--- src/rtl/clamp_sat_pipe.sv ---
// Multi-lane clamp to an OUTW-bit range (unsigned or two's complement) with
// per-lane clamp flags, a one-entry skid buffer, sticky flags and a saturation counter.
module clamp_sat_pipe #(
  parameter int NCH        = 3,
  parameter int INW        = 16,
  parameter int OUTW       = 8,
  parameter int SIGNED_OUT = 0,
  parameter int CNTW       = 16
) (
  input  logic                 clk,
  input  logic                 i_nrst,
  input  logic                 i_valid,
  output logic                 o_ready,
  input  logic [NCH*INW-1:0]   i_value,
  output logic                 o_valid,
  input  logic                 i_ready,
  output logic [NCH*OUTW-1:0]  o_value,
  output logic [NCH-1:0]       o_negClamp,
  output logic [NCH-1:0]       o_posClamp,
  input  logic                 i_clrFlags,
  output logic [NCH-1:0]       o_stickyNeg,
  output logic [NCH-1:0]       o_stickyPos,
  output logic [CNTW-1:0]      o_satCount
);

  generate
    if ((SIGNED_OUT == 0 && INW < OUTW + 1) || (SIGNED_OUT != 0 && INW < OUTW)) begin : g_bad_cfg
      $error("clamp_sat_pipe: INW is too narrow for OUTW in the selected clamp mode");
    end
  endgenerate

  localparam int HI_BITS = (SIGNED_OUT != 0) ? OUTW - 1 : OUTW;
  localparam int BW      = NCH * OUTW + 2 * NCH;

  // Limits are built bit by bit so that any INW/OUTW pair works, including INW == OUTW.
  function automatic logic [INW-1:0] hi_limit();
    logic [INW-1:0] r;
    r = '0;
    for (int b = 0; b < INW; b++) r[b] = (b < HI_BITS);
    return r;
  endfunction

  function automatic logic [INW-1:0] lo_limit();
    logic [INW-1:0] r;
    r = '0;
    for (int b = 0; b < INW; b++) r[b] = (SIGNED_OUT != 0) && (b >= OUTW - 1);
    return r;
  endfunction

  localparam logic [INW-1:0]  HI_LIM  = hi_limit();
  localparam logic [INW-1:0]  LO_LIM  = lo_limit();
  localparam logic [OUTW-1:0] HI_OUT  = HI_LIM[OUTW-1:0];
  localparam logic [OUTW-1:0] LO_OUT  = LO_LIM[OUTW-1:0];
  localparam logic [CNTW-1:0] CNT_MAX = '1;

  // Combinational lane clamp on the incoming beat
  logic [NCH*OUTW-1:0] cl_value;
  logic [NCH-1:0]      cl_neg;
  logic [NCH-1:0]      cl_pos;

  for (genvar k = 0; k < NCH; k++) begin : g_lane
    logic signed [INW-1:0] v;
    assign v         = $signed(i_value[k*INW +: INW]);
    assign cl_neg[k] = v < $signed(LO_LIM);
    assign cl_pos[k] = v > $signed(HI_LIM);
    assign cl_value[k*OUTW +: OUTW] = cl_neg[k] ? LO_OUT :
                                      cl_pos[k] ? HI_OUT : v[OUTW-1:0];
  end

  logic [BW-1:0] cl_beat;
  assign cl_beat = {cl_pos, cl_neg, cl_value};

  // Handshake: a beat moves on a rising edge where valid && ready are both 1.
  // o_ready is registered and only drops when the skid entry is occupied.
  typedef enum logic [1:0] {
    ST_EMPTY = 2'd0,
    ST_ONE   = 2'd1,
    ST_FULL  = 2'd2
  } state_t;

  state_t        state_q;
  logic          out_valid_q;
  logic          ready_q;
  logic [BW-1:0] out_beat_q;
  logic [BW-1:0] skid_beat_q;

  logic accept;
  logic drain;
  assign accept = i_valid && ready_q;
  assign drain  = out_valid_q && i_ready;

  always_ff @(posedge clk) begin
    if (!i_nrst) begin
      state_q     <= ST_EMPTY;
      out_valid_q <= 1'b0;
      ready_q     <= 1'b1;
      out_beat_q  <= '0;
      skid_beat_q <= '0;
    end else begin
      case (state_q)
        ST_EMPTY: begin
          if (accept) begin
            out_beat_q  <= cl_beat;
            out_valid_q <= 1'b1;
            state_q     <= ST_ONE;
          end
        end
        ST_ONE: begin
          if (accept && drain) begin
            out_beat_q <= cl_beat;
          end else if (accept) begin
            skid_beat_q <= cl_beat;
            ready_q     <= 1'b0;
            state_q     <= ST_FULL;
          end else if (drain) begin
            out_valid_q <= 1'b0;
            state_q     <= ST_EMPTY;
          end
        end
        ST_FULL: begin
          if (drain) begin
            out_beat_q <= skid_beat_q;
            ready_q    <= 1'b1;
            state_q    <= ST_ONE;
          end
        end
        default: begin
          state_q     <= ST_EMPTY;
          out_valid_q <= 1'b0;
          ready_q     <= 1'b1;
        end
      endcase
    end
  end

  assign o_ready    = ready_q;
  assign o_valid    = out_valid_q;
  assign o_value    = out_beat_q[NCH*OUTW-1:0];
  assign o_negClamp = out_beat_q[NCH*OUTW +: NCH];
  assign o_posClamp = out_beat_q[NCH*OUTW+NCH +: NCH];

  // Status: a clear on the same edge as an accept keeps that beat's contribution.
  logic [NCH-1:0]  sticky_neg_q, sticky_neg_d;
  logic [NCH-1:0]  sticky_pos_q, sticky_pos_d;
  logic [CNTW-1:0] sat_cnt_q, sat_cnt_d;
  logic            sat_hit;

  assign sat_hit = accept && (|(cl_neg | cl_pos));

  always_comb begin
    sticky_neg_d = sticky_neg_q;
    sticky_pos_d = sticky_pos_q;
    sat_cnt_d    = sat_cnt_q;
    if (i_clrFlags) begin
      sticky_neg_d = accept ? cl_neg : '0;
      sticky_pos_d = accept ? cl_pos : '0;
      sat_cnt_d    = sat_hit ? CNTW'(1) : '0;
    end else begin
      if (accept) begin
        sticky_neg_d = sticky_neg_q | cl_neg;
        sticky_pos_d = sticky_pos_q | cl_pos;
      end
      if (sat_hit && (sat_cnt_q != CNT_MAX)) begin
        sat_cnt_d = sat_cnt_q + CNTW'(1);
      end
    end
  end

  always_ff @(posedge clk) begin
    if (!i_nrst) begin
      sticky_neg_q <= '0;
      sticky_pos_q <= '0;
      sat_cnt_q    <= '0;
    end else begin
      sticky_neg_q <= sticky_neg_d;
      sticky_pos_q <= sticky_pos_d;
      sat_cnt_q    <= sat_cnt_d;
    end
  end

  assign o_stickyNeg = sticky_neg_q;
  assign o_stickyPos = sticky_pos_q;
  assign o_satCount  = sat_cnt_q;

endmodule
--- config.mk ---
export PLATFORM = sky130hd
export DESIGN_NAME = clamp_sat_pipe
export DESIGN_NICKNAME = d
export VERILOG_FILES = /design/src/rtl/clamp_sat_pipe.sv
export SDC_FILE = /design/constraint.sdc
export NUM_CORES = 1
export LEC_CHECK = 0
export BUFFER_PORTS_ARGS = -buffer_cell sky130_fd_sc_hd__clkbuf_2
export CORE_MARGIN = 2
export CORE_UTILIZATION = 45
export CTS_BUF_LIST = sky130_fd_sc_hd__clkbuf_8 sky130_fd_sc_hd__clkbuf_16
export DETAILED_ROUTE_END_ITERATION = 6
export PLACE_DENSITY = 0.73
export SLEW_MARGIN = 20
export SYNTH_ARGS = -nofsm -noshare
export SYNTH_HDL_FRONTEND = slang
export SYNTH_SLANG_ARGS = --single-unit
--- constraint.sdc ---
create_clock -name clk -period 1.9 [get_ports clk]
set_input_delay 0.095 -clock clk [delete_from_list [all_inputs] [get_ports clk]]
set_output_delay 0.095 -clock clk [all_outputs]
set_load 0.005 [all_outputs]
After elaboration in Yosys (flattened, before gate mapping). Index checks and enable logic that the tools add are counted.

Register bits: 86. Input bits: 53. Output and inout bits: 54.

$add $sub $neg: 1. Magnitude comparators: 6. Eq/ne operators: 11. Muxes and demuxes: 34. Bitwise logic cells: 6. Reductions and logical operators: 15.

Operators by type and width (number): 2-to-1 mux 30 bit (3); one-hot mux 30 bit (3 select lines) (1); greater-than comparator 16 x 9 -> 1 bit (second input constant) (3); < comparator 16 x 1 -> 1 bit (second input constant) (3); 2-to-1 mux 8 bit (6); 2-to-1 mux 16 bit (2); 2-to-1 mux 3 bit (6); adder 16 x 1 -> 16 bit (second input constant) (1); != test 16 bit (second input constant) (1); != test 2 bit (second input constant) (7); AND reduction 4 bit (3); 2-to-1 mux 2 bit (5); bitwise OR 3 bit (3); 2-to-1 mux 1 bit (8); one-hot mux 1 bit (3 select lines) (2); one-hot mux 2 bit (3 select lines) (1); logical AND 1 bit (5); AND reduction 5 bit (1); nonzero test 2 bit (2); != test 3 bit (second input constant) (1); NOT 1 bit (3); AND reduction 3 bit (1); nonzero test 3 bit (1); OR reduction 3 bit (1); 3 further kinds (3).

Longest topological paths before layout.
Depth after elaboration: 7. Depth in mapped cells: 8. Mapped depth without buffers: 6.

Worst setup path before layout. Ideal clock, no wire load.

Path kind: register -> register. Start point: register sat_cnt_q[0], in the netlist o_satCount[0]. End point: register sat_cnt_q[12], in the netlist o_satCount[12]. Setup time: 0.059 ns. Data arrival time: 1.751 ns. Data required time: 1.841 ns. Slack: 0.090 ns. Cell stages (with the launch flop): 8. Clock period less this slack: 1.810 ns. Cells stage by stage: dfxtp_1 ha_1 nand3_1 nor4_1 a211o_2 buf_6 or4_1 nand2_1.

Longest elaborated chain between the ends: 3.

Ends and longest elaborated chain: start: declaration (RTL line 145) `logic [CNTW-1:0] sat_cnt_q, sat_cnt_d;`; start signal: assignment (RTL line 177) `sat_cnt_q <= sat_cnt_d;`; adder 16 x 1 -> 16 bit or != test 16 bit (tied branches) (RTL line 164, 163); 2-to-1 mux 16 bit or logical AND 1 bit (tied branches) (RTL line 163) `if (sat_hit && (sat_cnt_q != CNT_MAX)) begin`; 2-to-1 mux 16 bit or nonzero test 2 bit (tied branches).

Several ways; a longest one is shown, not always the timed one. The select of a mux whose other input is x is not followed. A chain may end at the register's enable or synchronous reset.

Final worst setup path.
Start point: register sat_cnt_q[0], in the netlist o_satCount[0]. End point: register sat_cnt_q[15], in the netlist o_satCount[15].

Same word-level chain as after synthesis.

==> flow_results.org <==
** STA
- Counting I/O delays and the setup requirement, the final critical path takes 1.84 ns.
- Layout Skew :: just under 0.01 ns
- In this run the tightest slew margin relative to its limit is about three fifths.
- Share of the cycle needed by the critical path after routing :: 97.1%
- The hold violation count in the final report is 0.
- Hold WS :: between 0.1 and 0.15 ns
- Final Max Tran Viols :: 0
- Setup violations remaining at the end of the flow were counted as 0.
- Pin slew with the least headroom to its limit :: 0.568 ns
- F_max :: ~540 MHz

** Yosys
- The biggest area contributor in the post-synthesis netlist is sky130_fd_sc_hd__dfxtp_1.
- Area fraction of the dominant cell type after synthesis :: 43.2%
- Post-synthesis sequential element count :: 86
- Distinct cell type count of the synthesized netlist :: 47
- Yosys mapped a number of flops with a built-in enable equal to 0.
- Cell area after synthesis :: 0.00399 mm^2
- Sequential area share after synthesis :: 43.2%
- Warnings, synthesis :: 0
- In this run the mean area of a mapped cell was between 8 and 9 um^2.
- Nets in the synthesized netlist :: 531
- After synthesis, the share of flip-flops with an asynchronous set or reset is 0%.
- Yosys attributes the largest share of cell area to sky130_fd_sc_hd__dfxtp_1 43%, sky130_fd_sc_hd__nand2_1 6.6%, sky130_fd_sc_hd__o311a_1 6.0%.
- Top_reg_cell synth :: sky130_fd_sc_hd__dfxtp_1
- Count of mapped cells out of synthesis :: 477

** Pwr
- Power spread over the standard cell area amounts to around 850 mW/mm^2.
- For this design the static power due to leakage is 2.21 nW.
- VDD sags by at most ~440 uV.
- Total power for the finished layout comes to 4.30 mW.

** Detailed routing
- In the final routed layout, each cell accounts on average for 15.1 um.
- The routed design has 10.6 mm of wire.
- For this block, the initial DRC count from the detailed router was about 300.
- Routed via count :: roughly 4000
- DRC errors left :: 0
- In the routed layout, each cell is associated on average with a via count of 5.70.
- ANT nets after route :: 0
- Detailed-router iteration count before antenna repair :: 5

** Global route
- The number of global-route vias before repair was between 3000 and 4000.
- Antenna violations before repair :: 0
- Global-route wire length before repair :: 17.0 mm
- Global routing finished with a remaining overflow of 0.
- Maximum number of pins on one net before global-route repair :: 58
- GRT Total Usage :: 21.3%

** Setup path
- For the worst setup path, the data required time is roughly 2.2 ns.
- Buf+Inv Stages, Crit Path :: 0
- The kind of cell with the highest combined delay along the critical path is simple AND/OR/NAND/NOR gates.
- Worst-path cell with the longest stage delay :: sky130_fd_sc_hd__or4_1
- Classification of the worst setup path :: flip-flop to flip-flop
- STA classifies the critical path startpoint as a flip-flop.
- Delay of the slowest cell on the worst path :: 0.54 ns
- Critical path data arrival time :: 2.13 ns
- Worst reg-to-reg path cell count :: 6
- CP endpoint kind :: flip-flop
- The critical path runs through a total of 6 cells.
- In this run the worst path has a maximum fanout of 10.
- Cells along the critical path :: ha_1 > nand3_2 > nor4_4 > a211o_4 > or4_1 > a21oi_1

** Run status
- Outcome :: finished clean

** Cells and area
- FF/Latch Area :: approximately 0.0017 mm^2
- Most common cell after layout, fill and taps aside :: sky130_fd_sc_hd__clkbuf_2
- Relative area change from synthesis to final layout :: 27.2%
- Final net count :: about 640
- In the final layout, the multi-input gates occupy between 0.002 and 0.0025 mm^2.
- Number of non-filler instances in the completed layout :: roughly 700
- Number of fill cells :: just over 800
- The repair_antennas step left the layout with diodes totalling 0.
- Fraction of final layout cells with drive strength greater than 1 :: 29.9%
- Most frequent cells in the layout :: 106 x sky130_fd_sc_hd__clkbuf_2, 86 x sky130_fd_sc_hd__dfxtp_1, 70 x sky130_fd_sc_hd__nand2_1, 59 x sky130_fd_sc_hd__nor2_1, 31 x sky130_fd_sc_hd__o31ai_1

** Clock tree
- Quantity of hold-fixing buffers added after cts :: 0
- The tree built by TritonCTS fans out to 86 sinks.
- The longest clock path from root to sink contains 2 buffers.
- TritonCTS built the clock tree.
- After clock tree synthesis, the clock-pin slew on the worst setup and hold paths is 0.08 ns.
- The H-tree was split into 3 levels.
- For the worst-skew pair, the clock arrives at the later sink with an insertion delay of 0.35 ns.
- Number of buffers created by CTS :: 9
- Clock root buffer :: sky130_fd_sc_hd__clkbuf_8

** Floorplanning
- X dimension of the die :: slightly below 100 um
- In this run the count of I/O pins placed on the die edge is 107.
- Die outline height :: between 90 and 100 um
- Die footprint :: approximately 0.0096 mm^2
- Standard-cell row count :: 34
- Initial cell density of the core :: 46.2%
- In this run the standard cell core region covers 0.00864 mm^2.

** Min path
- Worst hold path type :: input port to flip-flop
- Counting instances, the worst hold path has a depth of 3.

** Place
- Detailed Place HPWL :: 7.07 mm
- Once placement completed, the tool counted placed cells totaling 680.
- During placement, the flow inserted port buffers numbering 106.
- At the end of routability-driven placement, the weighted congestion stood at 0.810.

** Flow run
- Across the run, the number of max-cap violations was 0.
==> registers in the layout, indices dropped and copies added (netlist names) <==
register	count
skid_beat_q	30
o_stickyNeg	3
out_beat_q	30
o_satCount	16
o_stickyPos	3
o_ready	1
state_q	2
o_valid	1
==> logic make-up after synthesis <==
kind of cell,count (synthesis),share of synthesized area [%]
fa+ha+maj,1,0.314
simple gates,208,25.4
buf+inv,44,4.61
compound gates,135,25.7
mux,3,0.784
flops,86,43.2
==> metal layers <==
metal / track usage, % / wire [um] / up-vias
met5: 0 / 0 / -
met4: 8.96 / 217 / 0
met3: 3.94 / 631 / 17
met2: 35.3 / 4970 / 122
met1: 27.5 / 4770 / 1892
li1: - / - / 1953
==> layout make-up <==
type | count | share of cell area, %
well taps | 108 | 2.66
repair buffers | 137 | 15.8
clock buffers | 9 | 2.44
flip-flops and latches | 86 | 34.0
multi-input cells | 349 | 42.7
clock inverters | 6 | 2.20
inverters | 4 | 0.296
==> through the flow <==
step	area [um^2]	setup slack (ns)	TNS, ns	utilization [%]
after CTS	5010	0.0148	0	58.1
after global routing	5070	-0.0139	-0.0242	58.7
after detailed placement	4760	-0.0841	-0.626	55.2
after global placement	4760	0.0290	0	55.2
after floorplan	3990	0.0896	0	-
final	5070	0.0553	0	58.7
==> final timing paths <==
path / end / from / slack, ns
hold reg to reg: o_stickyPos[2] / o_stickyPos[2] / 0.49
hold / removal: o_valid / i_ready / 0.13
setup reg to reg: o_satCount[15] / o_satCount[0] / 0.06
setup / recovery: o_satCount[15] / o_satCount[0] / 0.06
==> report_power, final <==
part	internal [mW]	switching, mW
Sequential	1.95	0.0856
Clock	0.866	0.643
Combinational	0.352	0.406
==> synthesized netlist by cell type, types with 3 or more instances <==
library cell and number:
sky130_fd_sc_hd__a21oi_1 13, sky130_fd_sc_hd__a21oi_2 9, sky130_fd_sc_hd__a22o_1 5, sky130_fd_sc_hd__a32o_1 4, sky130_fd_sc_hd__and2_1 25, sky130_fd_sc_hd__and3_1 4, sky130_fd_sc_hd__clkbuf_1 37, sky130_fd_sc_hd__dfxtp_1 86
sky130_fd_sc_hd__inv_1 4, sky130_fd_sc_hd__nand2_1 70, sky130_fd_sc_hd__nand3_1 9, sky130_fd_sc_hd__nand4_1 4, sky130_fd_sc_hd__nor2_1 59, sky130_fd_sc_hd__nor2b_1 6, sky130_fd_sc_hd__nor4_1 3, sky130_fd_sc_hd__o211a_1 6
sky130_fd_sc_hd__o21ai_0 26, sky130_fd_sc_hd__o21ai_1 3, sky130_fd_sc_hd__o311a_1 24, sky130_fd_sc_hd__o311ai_0 3, sky130_fd_sc_hd__o31ai_1 31, sky130_fd_sc_hd__or3_1 3, sky130_fd_sc_hd__or4_1 11
==> worst reg2reg max path: cells and delay by family, from the launching register on <==
kind / cells / cell delay, ns
and+or+nand+nor: 3 / 0.73
AOI/OAI and AO/OA: 2 / 0.49
DFF: 1 / 0.32
adders and majority gates: 1 / 0.24
==> what timing repair did <==
item / CTS / global route
pin swaps: 1 / 2
cloned: 1 / 1
resized for setup: 1 / 6
endpoints found under the setup margin: 12 / 19
setup buffers: 0 / 2
(Power assumes the default switching activity.)
